==> config.mk <==
export PLATFORM = sky130hd
export DESIGN_NAME = maze_tx
export DESIGN_NICKNAME = d
export VERILOG_FILES = /design/src/rtl/maze_tx.sv
export SDC_FILE = /design/constraint.sdc
export NUM_CORES = 1
export LEC_CHECK = 0
export CORE_ASPECT_RATIO = 1.4
export CORE_MARGIN = 2
export CORE_UTILIZATION = 35
export DETAILED_ROUTE_END_ITERATION = 16
export PLACE_DENSITY_LB_ADDON = 0.2
export SLEW_MARGIN = 0
export SYNTH_ARGS = -nofsm -noshare
export SYNTH_HDL_FRONTEND = slang
export SYNTH_SLANG_ARGS = --single-unit
==> constraint.sdc <==
create_clock -name CLOCK -period 3.3 [get_ports CLOCK]
set_input_delay 0.99 -clock CLOCK [delete_from_list [all_inputs] [get_ports CLOCK]]
set_output_delay 0.99 -clock CLOCK [all_outputs]
set_load 0.03 [all_outputs]
==> src/rtl/maze_tx.sv <==
// maze_tx: transmit end of the SCLK/SDATA/SENABLE maze-update link, one framed word per handshake.
// Optional build macro MAZE_TX_CHECK_EN: drop out-of-range words (y > 4 or cell type 3'b111) and pulse DROP.
module maze_tx #(
    parameter int CLK_DIV    = 4,
    parameter int GAP_CYCLES = 8,
    parameter int WORD_W     = 16
) (
    input  logic              CLOCK,
    input  logic              RESET,
    input  logic [WORD_W-1:0] DATA_IN,
    input  logic              VALID,
    output logic              READY,
    output logic              SCLK,
    output logic              SDATA,
    output logic              SENABLE,
    output logic              BUSY,
    output logic              DONE
`ifdef MAZE_TX_CHECK_EN
    ,
    output logic              DROP
`endif
);
    localparam int DIV_W = (CLK_DIV > 1) ? $clog2(CLK_DIV) : 1;
    localparam int GAP_W = (GAP_CYCLES > 1) ? $clog2(GAP_CYCLES) : 1;
    localparam int BIT_W = (WORD_W > 1) ? $clog2(WORD_W) : 1;

    localparam logic [DIV_W-1:0] DIV_LAST = DIV_W'(CLK_DIV - 1);
    localparam logic [GAP_W-1:0] GAP_LAST = GAP_W'(GAP_CYCLES - 1);
    localparam logic [BIT_W-1:0] BIT_LAST = BIT_W'(WORD_W - 1);

    localparam logic [1:0] ST_IDLE  = 2'd0;
    localparam logic [1:0] ST_SHIFT = 2'd1;
    localparam logic [1:0] ST_GAP   = 2'd2;

    logic [1:0]        state_q, state_d;
    logic [WORD_W-1:0] shreg_q, shreg_d;
    logic [BIT_W-1:0]  bit_q, bit_d;
    logic [DIV_W-1:0]  div_q, div_d;
    logic [GAP_W-1:0]  gap_q, gap_d;
    logic              ready_q, ready_d;
    logic              sclk_q, sclk_d;
    logic              sdata_q, sdata_d;
    logic              senable_q, senable_d;
    logic              busy_q, busy_d;
    logic              done_q, done_d;
    logic              accept_s, reject_s, load_s;

`ifdef MAZE_TX_CHECK_EN
    logic              drop_q, drop_d;

    function automatic logic word_rejected(input logic [2:0] y, input logic [2:0] cell);
        return (y > 3'd4) || (cell == 3'b111);
    endfunction
`endif

    // Handshake decode: a rejected word still completes the handshake but never starts a frame.
    always_comb begin
        accept_s = VALID && ready_q && (state_q == ST_IDLE);
`ifdef MAZE_TX_CHECK_EN
        reject_s = accept_s && word_rejected(DATA_IN[13:11], DATA_IN[10:8]);
        drop_d   = reject_s;
`else
        reject_s = 1'b0;
`endif
        load_s   = accept_s && !reject_s;
    end

    // Frame sequencer: SCLK toggles every CLK_DIV cycles, SDATA moves only on falling toggles.
    always_comb begin
        state_d   = state_q;
        shreg_d   = shreg_q;
        bit_d     = bit_q;
        div_d     = div_q;
        gap_d     = gap_q;
        ready_d   = ready_q;
        sclk_d    = sclk_q;
        sdata_d   = sdata_q;
        senable_d = senable_q;
        busy_d    = busy_q;
        done_d    = 1'b0;
        case (state_q)
            ST_IDLE: begin
                if (load_s) begin
                    state_d   = ST_SHIFT;
                    shreg_d   = DATA_IN;
                    sdata_d   = DATA_IN[WORD_W-1];
                    bit_d     = '0;
                    div_d     = '0;
                    ready_d   = 1'b0;
                    busy_d    = 1'b1;
                    senable_d = 1'b1;
                    sclk_d    = 1'b0;
                end else begin
                    ready_d = 1'b1;
                    busy_d  = 1'b0;
                end
            end
            ST_SHIFT: begin
                if (div_q == DIV_LAST) begin
                    div_d = '0;
                    if (sclk_q) begin
                        sclk_d = 1'b0;
                        if (bit_q == BIT_LAST) begin
                            state_d   = ST_GAP;
                            senable_d = 1'b0;
                            sdata_d   = 1'b0;
                            done_d    = 1'b1;
                            bit_d     = '0;
                            gap_d     = '0;
                        end else begin
                            // Rotating keeps the next bit at the top of the register.
                            bit_d   = bit_q + BIT_W'(1);
                            shreg_d = {shreg_q[WORD_W-2:0], shreg_q[WORD_W-1]};
                            sdata_d = shreg_q[WORD_W-2];
                        end
                    end else begin
                        sclk_d = 1'b1;
                    end
                end else begin
                    div_d = div_q + DIV_W'(1);
                end
            end
            ST_GAP: begin
                if (gap_q == GAP_LAST) begin
                    state_d = ST_IDLE;
                    ready_d = 1'b1;
                    busy_d  = 1'b0;
                    gap_d   = '0;
                end else begin
                    gap_d = gap_q + GAP_W'(1);
                end
            end
            default: begin
                state_d   = ST_IDLE;
                ready_d   = 1'b1;
                busy_d    = 1'b0;
                sclk_d    = 1'b0;
                sdata_d   = 1'b0;
                senable_d = 1'b0;
            end
        endcase
    end

    // State and output registers; RESET aborts any frame without a DONE pulse.
    always_ff @(posedge CLOCK) begin
        if (RESET) begin
            state_q   <= ST_IDLE;
            shreg_q   <= '0;
            bit_q     <= '0;
            div_q     <= '0;
            gap_q     <= '0;
            ready_q   <= 1'b1;
            sclk_q    <= 1'b0;
            sdata_q   <= 1'b0;
            senable_q <= 1'b0;
            busy_q    <= 1'b0;
            done_q    <= 1'b0;
`ifdef MAZE_TX_CHECK_EN
            drop_q    <= 1'b0;
`endif
        end else begin
            state_q   <= state_d;
            shreg_q   <= shreg_d;
            bit_q     <= bit_d;
            div_q     <= div_d;
            gap_q     <= gap_d;
            ready_q   <= ready_d;
            sclk_q    <= sclk_d;
            sdata_q   <= sdata_d;
            senable_q <= senable_d;
            busy_q    <= busy_d;
            done_q    <= done_d;
`ifdef MAZE_TX_CHECK_EN
            drop_q    <= drop_d;
`endif
        end
    end

    assign READY   = ready_q;
    assign SCLK    = sclk_q;
    assign SDATA   = sdata_q;
    assign SENABLE = senable_q;
    assign BUSY    = busy_q;
    assign DONE    = done_q;
`ifdef MAZE_TX_CHECK_EN
    assign DROP    = drop_q;
`endif

endmodule

# Word-level counts from Yosys, hierarchy flattened
# Cells that the tools add are included.
[totals] output_inout_bits=6 ff_bits=33 word_cells=89
[classes] reduce_logical=15 n_bitwise=4 addsub=3 n_eq_ne=11 mux=45
[op_table] cell="$mux W16" n=4
[op_table] cell="$pmux W16 S2" n=1
[op_table] cell="$mux W1" n=16
[op_table] cell="$mux W4" n=4
[op_table] cell="$pmux W1 S3" n=5
[op_table] cell="$reduce_and A5 Y1" n=3
[op_table] cell="$mux W2" n=7
[op_table] cell="$mux W3" n=4
[op_table] cell="$ne A2 B2 Y1 const B" n=6
[op_table] cell="$reduce_and A4 Y1" n=3
[op_table] cell="$pmux W4 S2" n=1
[op_table] cell="$pmux W2 S3" n=1
[op_table] cell="$pmux W3 S2" n=1
[op_table] cell="$add A4 B1 Y4 const B" n=1
[op_table] cell="$eq A2 B2 Y1 const B" n=2
[op_table] cell="$eq A4 B4 Y1 const B" n=1
[op_table] cell="$not A1 Y1" n=4
[op_table] cell="$pmux W2 S2" n=1
[op_table] cell="$reduce_and A2 Y1" n=2
[op_table] cell="$reduce_bool A2 Y1" n=2
[op_table] cell="$reduce_or A4 Y1" n=1
[op_table] cell="$add A3 B1 Y3 const B" n=1
[op_table] cell="$eq A3 B3 Y1 const B" n=1
[op_table] cell="$reduce_and A3 Y1" n=1
[op_table] cell="4 further kinds" n=5

# Logic depth before layout (Yosys ltp)
# Gate-level depths: netlist of run 1.
[logic_depth] word_depth=5 mapped_depth=7

# Least setup slack after synthesis of run 1
# OpenSTA, ideal clock, no wires.
[synth_path] path_type="input-to-reg" from="input VALID" to="register shreg_q[2]" cell_stages=5 setup_ns=0.091 t_arrival_ns=1.762 setup_slack_ns=1.447 t_required_ns=3.209 cell_sequence="nand4bb_4 > a22oi_2 > buf_4 > nor2_1 > a311oi_1"
[synth_via] elab_chain_cells=4
[synth_lines] element="from (decl)" line="11" text="input logic VALID,"
[synth_lines] element="$logic_and A1 B1 Y1 (2 in series)" line="58" text="accept_s = VALID && ready_q && (state_q == ST_IDLE);"
[synth_lines] element="$ne A2 B2 Y1 (no line)"
[synth_lines] element="$reduce_and A5 Y1 (no line)"
[synth_lines] element="to (signal assigned)" line="163" text="shreg_q <= shreg_d;"
[synth_lines] element="to (decl)" line="36" text="logic [WORD_W-1:0] shreg_q, shreg_d;"
# Every way passes these cells.
# A chain may end at the register's enable or synchronous reset.

# Worst setup path in the final report of run 1
[layout_path] from="register ready_q, in the netlist READY" to="output READY"
[layout_rtl] element="from (decl)" line="40" text="logic ready_q, ready_d;"
[layout_rtl] element="from (signal assigned)" line="167" text="ready_q <= ready_d;"
[layout_rtl] element="to (decl)" line="12" text="output logic READY,"
# No word-level cell between the ends.

==> results.cfg, run 1 <==
[yosys]
syn_nets = 206
synth_top_flop_cell = dfxtp_1
synth-seq-area-share = 0.4382
synth_compound_area_frac = 0.1884
synth_warnings = 0
synth_fa_ha_area_frac = 0.03320
netlist_top_cells_count = nand2_1, dfxtp_1, nor2_1
synthMuxAreaShare = 0
synth_cells = 183
synth_edf_count = 0
synth_top_area_frac = 0.4382
synth_xor_area_frac = 0.005809
netlist_top_cells_area = dfxtp_1, a311oi_1, nand2_1
syn_avg_cell_area_um2 = 8.239
synth.distinct_cells = 33
ys_ff_latch = 33
yosysMostFrequentCell = nand2_1
synth_largest_area_cell = dfxtp_1
synth_top_family_by_area = simple AND/OR/NAND/NOR gates
synthArstFlopShare = 0
synth_simple_gate_area_frac = 0.2863
syn_area_mm2 = 0.001508

[power]
p_sw_frac = 0.2475
switchingPower_mw = 0.2139
power_frac_seq = 0.513
p_int_mw = 0.6503
comb_power_share = 0.146
clkPwrFrac = 0.341
power_density_mw_per_mm2 = 469.5
power_mw = 0.8641
power_leakage_nw = 0.6804
vdd_drop_max_mv = 0.2503

[timing]
rsz0062_at_grt = false
setup_viol = 0
hold_viol = 0
fin_crit_sh = 0.7558
fin_worst_skew_ns = 0.002188
whs_ns = 0.4741
tightest_slew_ns = 0.6740
fmax_mhz = 400.9
relSlewSlack = 0.5502
period_needed_ns = 2.494
finalSetupTns_ns = 0
slew_violations = 0

[grt]
grt_pass1_wl_um = 5244
grt_max_degree = 34
grt_overflow_total = 0
antenna_found_initial = 0
first_global_vias = 1255
track_usage = 0.1416

[final_layout]
nFillCells = 422
areaGrowthSynthToFinish_pct = 22.08
nNetsFinal = 225
layout-drive-gt1-share = 0.06436
diodes = 0

[min_path]
hold_path_startpoint = shreg_q[12]
min_to = shreg_q[13]
hold_depth = 2
hold_class = flop to flop

[worst_setup_path]
critPathLaunch = READY
path_buf_inv = 1
crit_slowest_cell = clkdlybuf4s50_1
crit_fanout = 8
r2r_slack_ns = 1.42
r2r_start = state_q[0]
path_cells = clkdlybuf4s50_1
slowest_delay_ns = 0.73
cp_top_family = buffers and inverters
worstRegToRegCells = 5
worstPathArrival_ns = 1.50
worstPathRequired_ns = 2.31
crit_path_start_kind = flop
cp-end-kind = output pin
r2r_end = shreg_q[0]
worstSetupPathType = flop to output pin

[die]
dieHeight_um = 81.66
die_area_mm2 = 0.004856
core_area_mm2 = 0.004169
fp-row-count = 28
die_x_um = 59.47
initial_utilization = 0.3616
ios = 25

[drt]
final_antenna_net_count = 0
routedWlPerCell_um = 12.45
dr.pass1.iters = 4
vias = 1311
viasPerCell = 5.308
routed_wl_um = 3076
first_iter_violations = 60
drc = 0

[clocking]
path_clk_slew_ns = 0.06
clock-sinks = 33
cts_tree = done
clock_latency_ns = 0.27
cts-root-buf = clkbuf_8
cts_resized = 0
htreeDepth = 2
numCtsBuffers = 5
cts_max_path_buffers = 2
cts_hold_buf = 0
postCtsSetupRepairBufs = 0

[placement]
dpl.hpwl_um = 2154
port_buffers = 24
gp_congestion = 0.7549

[status]
status = completed

[job]
cap_viol_max_count = 0
## flip-flops by register name, summed over array words and instances (netlist names)
signal   flops
BUSY         1
DONE         1
SDATA        1
state_q      2
gap_q        3
shreg_q     16
bit_q        4
SCLK         1
SENABLE      1
div_q        2
READY        1
## metal layers
metal | GRT usage | up-vias | routed length, µm | part of all wire
met5 | 0 | - | 0 | 0
met3 | 0.03937 | 2 | 107 | 0.035
met4 | 0.05682 | 0 | 16 | 0.0052
li1 | - | 680 | - | -
met1 | 0.1542 | 606 | 1353 | 0.44
met2 | 0.2527 | 23 | 1599 | 0.52
## area by class of cell
class,instances,area (µm²),share of cell area
Multi-Input combinational cell,134,774.5,0.4208
Clock buffer,7,86.33,0.04691
Timing Repair Buffer,26,255.2,0.1387
Tap cell,45,56.30,0.03059
Sequential cell,33,660.6,0.3589
Inverter,2,7.507,0.004079
## logic make-up after synthesis
| family | after synthesis |
|---|---|
| AOI/OAI and AO/OA | 40 |
| adders and majority gates | 4 |
| and+or+nand+nor | 89 |
| DFF | 33 |
| xor gates and xnor gates | 1 |
| buffers and inverters | 16 |
## power by group through the flow
stage          Sequential (mW)  Clock (mW)  Combinational [mW]
3_5_place_dp             0.452           0               0.127
3_3_place_gp             0.451           0               0.125
4_1_cts                  0.443       0.308               0.127
2_1_floorplan            0.453           0              0.0818
6_report                 0.443       0.295               0.126
5_1_grt                  0.446       0.325               0.142
## metrics by stage
step / util / instance area (µm²) / cells / setup slack [ns]
finish: 0.4415 / 1841 / 247 / 0.8058
global route: 0.4415 / 1841 / 247 / 0.7420
floorplan: - / 1508 / 183 / 1.447
CTS: 0.4415 / 1841 / 247 / 0.7917
detailed placement: 0.4208 / 1754 / 240 / 0.6364
global placement: 0.4208 / 1754 / 240 / 0.6914
## worst max path at each step
stage	end	slack, ns	depth (start not counted)
2_1_floorplan	shreg_q[2]	1.45	5
3_3_place_gp	shreg_q[0]	0.69	6
3_5_place_dp	shreg_q[0]	0.64	6
4_1_cts	READY	0.79	1
5_1_grt	READY	0.74	1
6_report	READY	0.81	1
## cell usage in the layout, fill, tap and decap left out, types with 2 or more instances in the layout
master / count
a21oi_1: 14
a311oi_1: 16
a31oi_1: 2
a32oi_1: 2
buf_4: 2
clkbuf_8: 6
clkdlybuf4s50_1: 24
dfxtp_1: 33
ha_1: 4
inv_1: 2
nand2_1: 35
nand2b_1: 4
nand3_1: 6
nand3b_1: 3
nor2_1: 26
nor3_1: 4
nor3b_1: 2
o21ai_0: 2
No activity file was read; power rests on OpenSTA's default activity.
==> run 2: changes to the inputs <==
==> constraint.sdc (replaced) <==
create_clock -name CLOCK -period 2.3 [get_ports CLOCK]
set_input_delay 0.69 -clock CLOCK [delete_from_list [all_inputs] [get_ports CLOCK]]
set_output_delay 0.69 -clock CLOCK [all_outputs]
set_load 0.03 [all_outputs]
==> results.cfg, run 2 (synthesis gave the netlist of run 1 again) <==
[status]
status = completed

[job]
cap_viol_max_count = 0

[grt]
first_global_vias = 1275
grt_overflow_total = 0
antenna_found_initial = 0
track_usage = 0.1463
grt_max_degree = 34
grt_pass1_wl_um = 5492

[final_layout]
final_common_cell = nand2_1
largest_reg_flops = 16
layout-drive-gt1-share = 0.09135
regMostFlops = shreg_q
register_area_um2 = 660.6
nFillCells = 427
areaGrowthSynthToFinish_pct = 25.15
diodes = 0
multi_input_area_um2 = 774.5
top_regs = shreg_q x16, bit_q x4, gap_q x3
fin_cells = 253
nNetsFinal = 230
layout_common_cells = nand2_1, dfxtp_1, nor2_1

[worst_setup_path]
path_buf_inv = 1
worstSetupEndpoint = SCLK
cp-end-kind = output pin
worstSetupPathType = flop to output pin
crit_slowest_cell = clkdlybuf4s50_1
crit_fanout = 6
cp_top_family = buffers and inverters
crit_path_start_kind = flop
cp.depth = 1
r2r_start = state_q[0]
slowest_delay_ns = 0.71
worstPathArrival_ns = 1.43
critPathLaunch = SCLK
worstRegToRegCells = 4
worstPathRequired_ns = 1.61
path_cells = clkdlybuf4s50_1
r2r_end = shreg_q[0]
r2r_slack_ns = 0.60

[placement]
post-place-cells = 245
dpl.hpwl_um = 2202
gp_congestion = 0.7276
port_buffers = 24

[drt]
vias = 1358
final_antenna_net_count = 0
drc = 0
viasPerCell = 5.368
routedWlPerCell_um = 12.50
first_iter_violations = 62
routed_wl_um = 3162
dr.pass1.iters = 4

[timing]
setup_viol = 0
fin_worst_skew_ns = 0.009247
tightest_slew_ns = 0.6576
period_needed_ns = 2.123
rsz0062_at_grt = false
hold_viol = 0
whs_ns = 0.4680
fmax_mhz = 471.0
fin_crit_sh = 0.9231
relSlewSlack = 0.5611
slew_violations = 0
finalSetupTns_ns = 0

[power]
power_density_mw_per_mm2 = 663.7
clkPwrFrac = 0.336
p_int_mw = 0.9174
power_leakage_nw = 0.7086
vdd_drop_max_mv = 0.4139
comb_power_share = 0.161
switchingPower_mw = 0.3349
p_sw_frac = 0.2675
power_frac_seq = 0.503

[clocking]
cts_tree = done
postCtsSetupRepairBufs = 0
path_clk_slew_ns = 0.07
htreeDepth = 2
cts_max_path_buffers = 2
cts_hold_buf = 0
cts_resized = 0
cts-root-buf = clkbuf_8
numCtsBuffers = 5
clock_latency_ns = 0.28
clock-sinks = 33

[die]
ios = 25
initial_utilization = 0.3616
core_area_mm2 = 0.004169
dieHeight_um = 81.66
die_area_mm2 = 0.004856
fp-row-count = 28
die_x_um = 59.47

[min_path]
hold_class = flop to flop
run 2: cell count changes in the layout (fill, tap and decap cells not counted), sizes merged:
cell,delta
buf,+5
clkinv,+2
clkbuf,-1
run 2: per-layer routing:
layer	share of wire	global-route usage	vias to the layer above
met5	0	0	-
met1	0.45	0.1751	636
li1	-	-	696
met3	0.036	0.03780	4
met2	0.50	0.2473	22
met4	0.0095	0.05455	0
run 2: power groups by stage:
stage	logic, mW	registers [mW]	clock network (mW)
after floorplan	0.117	0.650	0
after global placement	0.198	0.642	0
after detailed placement	0.203	0.643	0
after CTS	0.203	0.631	0.428
after global routing	0.224	0.635	0.450
final	0.201	0.630	0.421
run 2: worst min path at each step:
stage,depth (start not counted),end,start
after floorplan,2,bit_q[2],bit_q[2]
after global placement,2,shreg_q[13],shreg_q[12]
after detailed placement,2,shreg_q[15],shreg_q[15]
after CTS,2,shreg_q[7],shreg_q[6]
after global routing,2,shreg_q[13],shreg_q[12]
final,2,shreg_q[13],shreg_q[12]
run 2: area by class of cell:
cell class / instances / area share
multi-input cells: 134 / 0.4105
clock inverters: 2 / 0.005305
flip-flops and latches: 33 / 0.3501
inverters: 2 / 0.003979
clock buffers: 6 / 0.03846
repair buffers: 31 / 0.1618
well taps: 45 / 0.02984
run 2: per-stage QoR:
stage / instance area (µm²) / util / setup WS, ns / power [mW]
final: 1887 / 0.4526 / 0.1768 / 1.252
after global routing: 1887 / 0.4526 / 0.1153 / 1.309
after CTS: 1887 / 0.4526 / 0.1748 / 1.262
after detailed placement: 1804 / 0.4328 / 0.06787 / 0.8462
after global placement: 1804 / 0.4328 / 0.1141 / 0.8402
after floorplan: 1508 / - / 0.7468 / 0.7675
run 2: tightest hold or removal path, stage by stage (launching register included):
cell,delay [ns]
dfxtp_1,0.31
nand2_1,0.05
a311oi_1,0.07
